==> src/rtl/i2s_pkg.sv <==
// Shared defaults and types for the I2S transmit path.
package i2s_pkg;

  localparam int unsigned FRAME_RES_DEF = 32;
  localparam int unsigned DATA_RES_DEF  = 24;

  // Width of a counter that spans both channels of one frame.
  function automatic int unsigned slot_width(input int unsigned frame_res);
    return $clog2(2 * frame_res);
  endfunction

  localparam int unsigned SLOT_W = slot_width(FRAME_RES_DEF);

  typedef logic [DATA_RES_DEF-1:0] sample_t;

  // Word-select encoding on lrck.
  typedef enum logic {
    CH_LEFT  = 1'b0,
    CH_RIGHT = 1'b1
  } chan_e;

endpackage

==> src/rtl/i2s_tx_if.sv <==
// Sample-pair valid/ready handshake into the transmitter.
interface i2s_tx_if
  import i2s_pkg::*;
#(
  parameter int unsigned DATA_RES = DATA_RES_DEF
) ();

  logic [DATA_RES-1:0] left;
  logic [DATA_RES-1:0] right;
  logic                valid;
  logic                ready;

  modport master (
    output left,
    output right,
    output valid,
    input  ready
  );

  modport slave (
    input  left,
    input  right,
    input  valid,
    output ready
  );

endinterface

==> src/rtl/i2s_bck_gen.sv <==
// Bit-clock divider: bck toggles every BCK_DIV enabled clk cycles.
// The rise/fall strobes are asserted in the cycle whose clock edge
// performs the toggle, so logic keyed on them updates together with bck.
module i2s_bck_gen #(
  parameter int unsigned BCK_DIV = 4
) (
  input  logic clk,
  input  logic reset,
  input  logic en,
  output logic bck,
  output logic bck_rise,
  output logic bck_fall
);

  localparam int unsigned DW = (BCK_DIV > 1) ? $clog2(BCK_DIV) : 1;
  localparam logic [DW-1:0] DIV_LAST = DW'(BCK_DIV - 1);

  logic [DW-1:0] div_cnt;
  logic          tick;

  // Toggle strobes decoded from the divider state.
  always_comb begin
    tick     = en && !reset && (div_cnt == DIV_LAST);
    bck_rise = tick && !bck;
    bck_fall = tick && bck;
  end

  // Divider and bck register; disable behaves like reset.
  always_ff @(posedge clk) begin
    if (reset || !en) begin
      div_cnt <= '0;
      bck     <= 1'b0;
    end else if (div_cnt == DIV_LAST) begin
      div_cnt <= '0;
      bck     <= ~bck;
    end else begin
      div_cnt <= div_cnt + DW'(1);
    end
  end

  // The two strobes can never coincide.
  strobe_exclusive: assert property (@(posedge clk) !(bck_rise && bck_fall));

endmodule

==> src/rtl/i2s_tx.sv <==
// Philips-format I2S transmitter: one-deep sample holding register,
// per-frame load into shift registers, bck/lrck/dat generation.
module i2s_tx
  import i2s_pkg::*;
#(
  parameter int unsigned FRAME_RES = FRAME_RES_DEF,
  parameter int unsigned DATA_RES  = DATA_RES_DEF,
  parameter int unsigned BCK_DIV   = 4
) (
  input  logic       clk,
  input  logic       reset,
  input  logic       en,
  i2s_tx_if.slave    smp,
  output logic       bck_o,
  output logic       lrck_o,
  output logic       dat_o,
  output logic       underrun_o
);

  localparam int unsigned SW = slot_width(FRAME_RES);
  localparam logic [SW-1:0] SLOT_LAST = SW'(2 * FRAME_RES - 1);
  localparam logic [SW-1:0] SLOT_HALF = SW'(FRAME_RES);
  localparam logic [SW-1:0] WORD_LAST = SW'(DATA_RES);

  logic                bck_rise;
  logic                bck_fall;

  logic [SW-1:0]       slot;
  logic [SW-1:0]       slot_nxt;
  logic [SW-1:0]       chan_pos;
  chan_e               chan_sel;
  logic                in_word;
  logic                load;
  logic                shift_l;
  logic                shift_r;
  logic                accept;

  logic                hold_full;
  logic                ready_q;
  logic [DATA_RES-1:0] hold_l;
  logic [DATA_RES-1:0] hold_r;
  logic [DATA_RES-1:0] sh_l;
  logic [DATA_RES-1:0] sh_r;

  i2s_bck_gen #(
    .BCK_DIV (BCK_DIV)
  ) u_bck_gen (
    .clk      (clk),
    .reset    (reset),
    .en       (en),
    .bck      (bck_o),
    .bck_rise (bck_rise),
    .bck_fall (bck_fall)
  );

  assign smp.ready = ready_q;

  // Decode of the slot being entered on the next bck fall.
  always_comb begin
    slot_nxt = (slot == SLOT_LAST) ? '0 : slot + SW'(1);
    chan_sel = (slot_nxt >= SLOT_HALF) ? CH_RIGHT : CH_LEFT;
    chan_pos = (chan_sel == CH_RIGHT) ? slot_nxt - SLOT_HALF : slot_nxt;
    in_word  = (chan_pos != '0) && (chan_pos <= WORD_LAST);
    load     = bck_fall && (slot_nxt == '0);
    shift_l  = bck_fall && in_word && (chan_sel == CH_LEFT);
    shift_r  = bck_fall && in_word && (chan_sel == CH_RIGHT);
    accept   = smp.valid && ready_q;
  end

  // Holding register: the frame load empties it before a new pair can land,
  // and acceptance is only possible while it is empty, so the two never clash.
  always_ff @(posedge clk) begin
    if (reset) begin
      hold_full <= 1'b0;
      ready_q   <= 1'b1;
      hold_l    <= '0;
      hold_r    <= '0;
    end else if (load && hold_full) begin
      hold_full <= 1'b0;
      ready_q   <= 1'b1;
    end else if (accept) begin
      hold_full <= 1'b1;
      ready_q   <= 1'b0;
      hold_l    <= smp.left;
      hold_r    <= smp.right;
    end
  end

  // Shift registers: loaded at the slot-0 fall, shifted MSB-first per channel.
  always_ff @(posedge clk) begin
    if (reset) begin
      sh_l <= '0;
      sh_r <= '0;
    end else if (load) begin
      sh_l <= hold_full ? hold_l : '0;
      sh_r <= hold_full ? hold_r : '0;
    end else if (shift_l) begin
      sh_l <= {sh_l[DATA_RES-2:0], 1'b0};
    end else if (shift_r) begin
      sh_r <= {sh_r[DATA_RES-2:0], 1'b0};
    end
  end

  // Slot counter and serial outputs, updated on the same edge as the bck fall.
  always_ff @(posedge clk) begin
    if (reset || !en) begin
      slot       <= SLOT_LAST;
      lrck_o     <= 1'b0;
      dat_o      <= 1'b0;
      underrun_o <= 1'b0;
    end else begin
      underrun_o <= load && !hold_full;
      if (bck_fall) begin
        slot   <= slot_nxt;
        lrck_o <= chan_sel;
        if (shift_l) begin
          dat_o <= sh_l[DATA_RES-1];
        end else if (shift_r) begin
          dat_o <= sh_r[DATA_RES-1];
        end else begin
          dat_o <= 1'b0;
        end
      end
    end
  end

endmodule

==> src/flat_wrapper.sv <==
// flat-port wrapper written by rule: the top's interface ports become plain ports
module i2s_tx_flat import i2s_pkg::*;
#(
  parameter int unsigned FRAME_RES = FRAME_RES_DEF,
  parameter int unsigned DATA_RES  = DATA_RES_DEF,
  parameter int unsigned BCK_DIV   = 4
)
  (clk, reset, en, bck_o, lrck_o, dat_o, underrun_o, smp_left, smp_right, smp_valid, smp_ready);
  i2s_tx_if #(.DATA_RES(DATA_RES)) smp_i ();
  input  logic clk;
  input  logic reset;
  input  logic en;
  output logic bck_o;
  output logic lrck_o;
  output logic dat_o;
  output logic underrun_o;
  input wire logic [$bits(smp_i.left)-1:0] smp_left;
  input wire logic [$bits(smp_i.right)-1:0] smp_right;
  input wire logic [$bits(smp_i.valid)-1:0] smp_valid;
  output wire logic [$bits(smp_i.ready)-1:0] smp_ready;
  assign smp_i.left = smp_left;
  assign smp_i.right = smp_right;
  assign smp_i.valid = smp_valid;
  assign smp_ready = smp_i.ready;
  i2s_tx #(.FRAME_RES(FRAME_RES), .DATA_RES(DATA_RES), .BCK_DIV(BCK_DIV)) u_core (.clk(clk), .reset(reset), .en(en), .smp(smp_i), .bck_o(bck_o), .lrck_o(lrck_o), .dat_o(dat_o), .underrun_o(underrun_o));
endmodule
==> config.mk <==
export PLATFORM = sky130hd
export DESIGN_NAME = i2s_tx_flat
export DESIGN_NICKNAME = d
export VERILOG_FILES = /design/src/rtl/i2s_pkg.sv /design/src/rtl/i2s_tx_if.sv /design/src/rtl/i2s_bck_gen.sv /design/src/rtl/i2s_tx.sv /design/src/flat_wrapper.sv
export SDC_FILE = /design/constraint.sdc
export NUM_CORES = 1
export LEC_CHECK = 0
export CAP_MARGIN = 5
export CORE_MARGIN = 3
export CORE_UTILIZATION = 35
export DETAILED_ROUTE_END_ITERATION = 16
export DONT_BUFFER_PORTS = 1
export GPL_TIMING_DRIVEN = 0
export PLACE_DENSITY_LB_ADDON = 0.08
export RECOVER_POWER = 50
export SYNTH_ARGS = -nofsm -noshare
export SYNTH_HDL_FRONTEND = slang
export SYNTH_SLANG_ARGS = --single-unit
==> constraint.sdc <==
create_clock -name clk -period 3.2 [get_ports clk]
set_clock_uncertainty 0.15 [all_clocks]
set_input_delay 0.64 -clock clk [delete_from_list [all_inputs] [get_ports clk]]
set_output_delay 0.64 -clock clk [all_outputs]
set_load 0.005 [all_outputs]
# Word-level counts from Yosys, hierarchy flattened
# Cells that the tools add are included.
dict set report word_totals {
  wordCells 58
  in_bits 52
  output_inout_bits 5
  regBits 110
}
dict set report classes {
  muxes 12
  n_reduce_logical 23
  n_bitwise 3
  n_eq_ne 3
  addsub 3
  order_cmp 2
}
# cell count
set ops {}
lappend ops {{two-way mux 24 bit} 7}
lappend ops {{two-way mux 6 bit} 2}
lappend ops {{logical AND 1 bit} 11}
lappend ops {{adder 6 x 1 -> 6 bit, second input constant} 1}
lappend ops {{equality test 6 bit, second input constant} 1}
lappend ops {{greater-or-equal comparator 6 bit, second input constant} 1}
lappend ops {{<= comparator 6 x 5 -> 1 bit, second input constant} 1}
lappend ops {{zero test 6 bit} 1}
lappend ops {{nonzero test 6 bit} 1}
lappend ops {{subtractor 6 bit, second input constant} 1}
lappend ops {{AND reduction 2 bit} 2}
lappend ops {{nonzero test 2 bit} 2}
lappend ops {{OR reduction 2 bit} 2}
lappend ops {{zero test 1 bit} 3}
lappend ops {{two-way mux 1 bit} 3}
lappend ops {{inverter 1 bit} 3}
lappend ops {{adder 2 x 1 -> 2 bit, second input constant} 1}
lappend ops {{equality test 2 bit, second input constant} 1}
lappend ops {{!= test 2 x 1 -> 1 bit, second input constant} 1}
lappend ops {{logical OR 1 bit} 1}

# Logic depth before layout (Yosys ltp)
dict set report logic_depth {
  ltp_word 12
  ltp_mapped 9
  mapped_depth_nobuf 6
}

# Cells and area by module
# Synthesis repeated with hierarchy kept, for this count alone.
dict set report unflattened {
  hier_cells 641
  area_unflattened_um2 5721.7
}
# mod seq_area_each_um2 area_each_um2 instances cells_per_inst
set modules_own_cells {}
lappend modules_own_cells {i2s_tx 2142.1 5595.4 1 629}
lappend modules_own_cells {i2s_bck_gen 60.1 126.4 1 12}

# Least setup slack after synthesis
# Ideal clock, no wire load.
dict set report synth_timing {
  path_kind {in2reg}
  startpoint {input reset}
  endpoint {register u_core.hold_l[0]}
  required_time_ps 2930
  setup_time_ps 120
  path_stages 9
  arrival_time_ps 2163
  slack_ps 768
  path_buffers 4
  path_cell_list {clkbuf_1 > nor2b_1 > clkbuf_1 > nand2_1 > a211oi_4 > a21oi_1 > buf_4 > buf_6 > mux2i_1}
}
dict set report synth_between {
  elab_chain_cells 8
}
# element line
set synth_rtl {}
lappend synth_rtl {{start, declared} flat_wrapper.sv:11} ;# input logic reset;
lappend synth_rtl {{zero test 1 bit} i2s_bck_gen.sv:23} ;# tick = en && !reset && (div_cnt == DIV_LAST);
lappend synth_rtl {{logical AND 1 bit (2 in series)} i2s_bck_gen.sv:23}
lappend synth_rtl {{logical AND 1 bit} i2s_bck_gen.sv:25} ;# bck_fall = tick && bck;
lappend synth_rtl {{logical AND 1 bit} i2s_tx.sv:64} ;# load = bck_fall && (slot_nxt == '0);
lappend synth_rtl {{logical AND 1 bit} i2s_tx.sv:78} ;# end else if (load && hold_full) begin
lappend synth_rtl {{inverter 1 bit (no line)} --}
lappend synth_rtl {{AND reduction 2 bit (no line)} --}
lappend synth_rtl {{end signal, assigned} i2s_tx.sv:84} ;# hold_l <= smp.left;
lappend synth_rtl {{end, declared} i2s_tx.sv:40} ;# logic [DATA_RES-1:0] hold_l;
# Several ways; a longest one is shown, not always the timed one.
# A chain may end at the register's enable or synchronous reset.

# Worst setup path in the final report
dict set report layout_timing {
  startpoint {register u_core.slot[1]}
  endpoint {register u_core.hold_r[12]}
}
dict set report layout_between {
  elab_chain_cells 7
  elab_cells_between_ends 8
  classes_between {add/sub (1); eq/ne (1); mux (1); bitwise (1); reduce/logical (4)}
}
# element line
set layout_rtl {}
lappend layout_rtl {{start, declared} i2s_tx.sv:28} ;# logic [SW-1:0] slot;
lappend layout_rtl {{start signal, assigned} i2s_tx.sv:114} ;# slot <= slot_nxt;
lappend layout_rtl {{adder 6 x 1 -> 6 bit / equality test 6 bit (equally long branches)} i2s_tx.sv:60} ;# slot_nxt = (slot == SLOT_LAST) ? '0 : slot + SW'(1);
lappend layout_rtl {{two-way mux 6 bit *} i2s_tx.sv:60}
lappend layout_rtl {{zero test 6 bit *} i2s_tx.sv:64}
lappend layout_rtl {{logical AND 1 bit *} i2s_tx.sv:64}
lappend layout_rtl {{logical AND 1 bit *} i2s_tx.sv:78}
lappend layout_rtl {{inverter 1 bit (no line) *} --}
lappend layout_rtl {{AND reduction 2 bit (no line) *} --}
lappend layout_rtl {{end signal, assigned} i2s_tx.sv:85} ;# hold_r <= smp.right;
lappend layout_rtl {{end, declared} i2s_tx.sv:41} ;# logic [DATA_RES-1:0] hold_r;
# Mark *: on every way between the ends. The rest lies on a longest branch, timed or not.

==> run metrics <==
met1 WL 6023 um; Synth area leaders dfxtp_1, nand2_1, mux2i_1; DRT Wirelength 11840 um; EDFF count, synth 0; final net count 615; CP Launch Type flop; Num CTS Buffers 9; CTS clock-pin slew for the worst setup and hold paths about 0.07 ns; Synth top area share 44.76%; synth-to-layout area growth 10.96%; Tcrit/Tclk final a little under 90%; maximum VDD drop about 0.23 mV; ys flop type dfxtp_1; status finished, final reports clean; P_sw around 630 uW; initial core utilization 36.43%; Mapped Area 4920 um2; Mean Syn Cell Area 8.961 um2; syn nets 604; all-layer global routing usage 15.35%; port buffer count 0; DRC 0; YS warnings 0; Synth top cells by count nand2_1, dfxtp_1, mux2i_1, clkbuf_1, a21oi_1; clock sink total 110; layout cells sized above 1 9.381%; Vias per Instance 5.417; Hold Path Class in2reg; post-cts hold buffer count 0; initial drt markers 296; Die H 124.6 um; clock share of power 43.0%; Yosys reg bits 110; TritonCTS clock tree done; post-synthesis sequential area ratio 44.76%; arrival time worst endpoint about 3 ns; number of global-route vias before repair 3834; first-pass GRT wire length approximately 20000 um; Post-CTS Resized 0; routed len/inst around 16 um; ys async rst share 0%; H-tree lvl count 3; cell internal pwr 2.177 mW; RSZ-0062 raised after global routing no; routed via count about 4.0k; worst rel slew slack 59.64%; critical path peak fanout 10; Fmax 350.4 MHz; Final min period 2.854 ns; std cell rows 42; Antenna Nets Post-Route 0; Power per Cell Area 515.1 nW/um2; number of diodes 0; total power around 2.8 mW; total negative setup slack 0 ns; area leader, netlist dfxtp_1; Placed Cells between 700 and 800; Die Span X 124.6 um; Gate power share 6.0%; DIE AREA 15520 um2; DP Wirelength 8439 um; largest net degree at the start of global routing 17; final hold vios 0; Core Box Area between 10000 and 15000 um2; met3 routed WL 446 um; Post-Synthesis Cells 549; global route overflow 0; WS Path Type reg2reg; CTS Buffer Depth 2; CP required 3.29 ns; top sig layer met4; initial antenna violation count 0; distinct cell type count after synthesis 46; Max Slew Vio Count 0; Max Cap Viol 0; CTS root buf clkbuf_16; I/O pin count 57; critical path endpoint category flop; Final Non-Filler Cells between 700 and 800; final core utilization between 40% and 50%; routed wl met2 5113 um; Setup-failing EPs final 0; FILL cells 1385; DR pass1 iterations 4; share of total power in sequential cells 50.9%; Routability Congestion around 0.8; post-CTS setup buffers 0; Worst-Skew Late Latency 0.36 ns; count leader, synth nand2_1; Pleak 1.952 nW; switching share of power between 20% and 30%; Worst Tran Pin Value 0.6054 ns
-- critical path, cell delays in order, from the launching register on --
cell	delay, ns
dfxtp_1	0.48
ha_1	0.39
and2_1	0.19
a41oi_2	0.22
a211oi_4	0.45
a21oi_1	0.17
clkbuf_2	0.31
buf_6	0.25
mux2i_1	0.12
-- cells by family (layout without fill, tap and decap cells) --
logic type	Yosys count	in the layout	synth area share, %
XOR/XNOR	5	5	0.8903
AND/OR/NAND/NOR	177	177	14.67
multiplexers	50	50	10.22
AO/OA/AOI/OAI	129	129	22.38
adder cells (fa/ha/maj)	3	3	0.7631
flip-flops	110	110	44.76
buffers and inverters	75	91	6.307
-- placed cells by master, fill, tap and decap left out, types with 3 or more instances in the layout --
cell / instances
mux2i_1: 48
and2_1: 4
a21oi_1: 30
a21o_1: 4
o21ai_0: 3
inv_1: 27
o21a_1: 3
nor2b_1: 3
xor2_1: 3
clkbuf_2: 3
a221o_1: 24
clkbuf_1: 41
nor2_1: 3
clkbuf_16: 9
dfxtp_1: 110
a221oi_1: 23
buf_2: 3
o221a_2: 23
ha_1: 3
nand2_1: 152
nand3_1: 4
-- routing by layer --
metal / track usage [%] / vias to the layer above
met5: 0 / -
met4: 6.383 / 0
met3: 2.616 / 17
met2: 22.14 / 82
met1: 22.51 / 1935
li1: - / 1980
-- path summary, 6_finish.rpt --
path	startpoint	endpoint	slack, ns	depth (start not counted)
max	u_core.slot[1]$_SDFFE_PP1P_	u_core.hold_r[12]$_SDFFE_PP0P_	0.35	8
min	smp_left[12]	u_core.hold_l[12]$_SDFFE_PP0P_	0.27	2
max reg2reg	u_core.slot[1]$_SDFFE_PP1P_	u_core.hold_r[12]$_SDFFE_PP0P_	0.35	8
min reg2reg	u_core.u_bck_gen.div_cnt[0]$_SDFF_PP0_	u_core.u_bck_gen.div_cnt[0]$_SDFF_PP0_	0.28	1
-- through the flow --
step | area (um2) | setup WS, ns | hold slack [ns]
detailed placement | 5140 | -0.01335 | 0.2760
finish | 5459 | 0.3462 | 0.2687
floorplan | 4920 | 0.7679 | 0.2543
global placement | 5140 | -0.02226 | 0.2655
CTS | 5456 | 0.1934 | 0.2591
global route | 5459 | 0.02702 | 0.2643
-- sequential cells by signal (all words and copies together) (netlist names) --
register and count:
u_core.hold_l 24, u_core.u_bck_gen.div_cnt 2, u_core.smp.ready 1, u_core.hold_full 1, u_core.u_bck_gen.bck 1, u_core.slot 6, u_core.dat_o 1, u_core.sh_l 24
u_core.hold_r 24, u_core.lrck_o 1, u_core.sh_r 24, u_core.underrun_o 1
-- power groups by stage --
stage                     Sequential, mW  Combinational, mW  Clock, mW
final                               1.43              0.170       1.21
after global routing                1.44              0.194       1.30
after CTS                           1.43              0.174       1.24
after detailed placement            1.46              0.173          0
after global placement              1.46              0.170          0
after floorplan                     1.46              0.132          0
-- final cells by class --
type	instances	area, um2	area share (%)
plain buffers	48	206.4	3.782
clock buffers	12	246.5	4.515
clock inverters	4	70.07	1.284
inverters	27	101.3	1.857
multi-input cells	364	2412	44.19
flip-flops and latches	110	2202	40.34
well taps	176	220.2	4.034
Note: power is estimated with default switching activity, not from simulation.
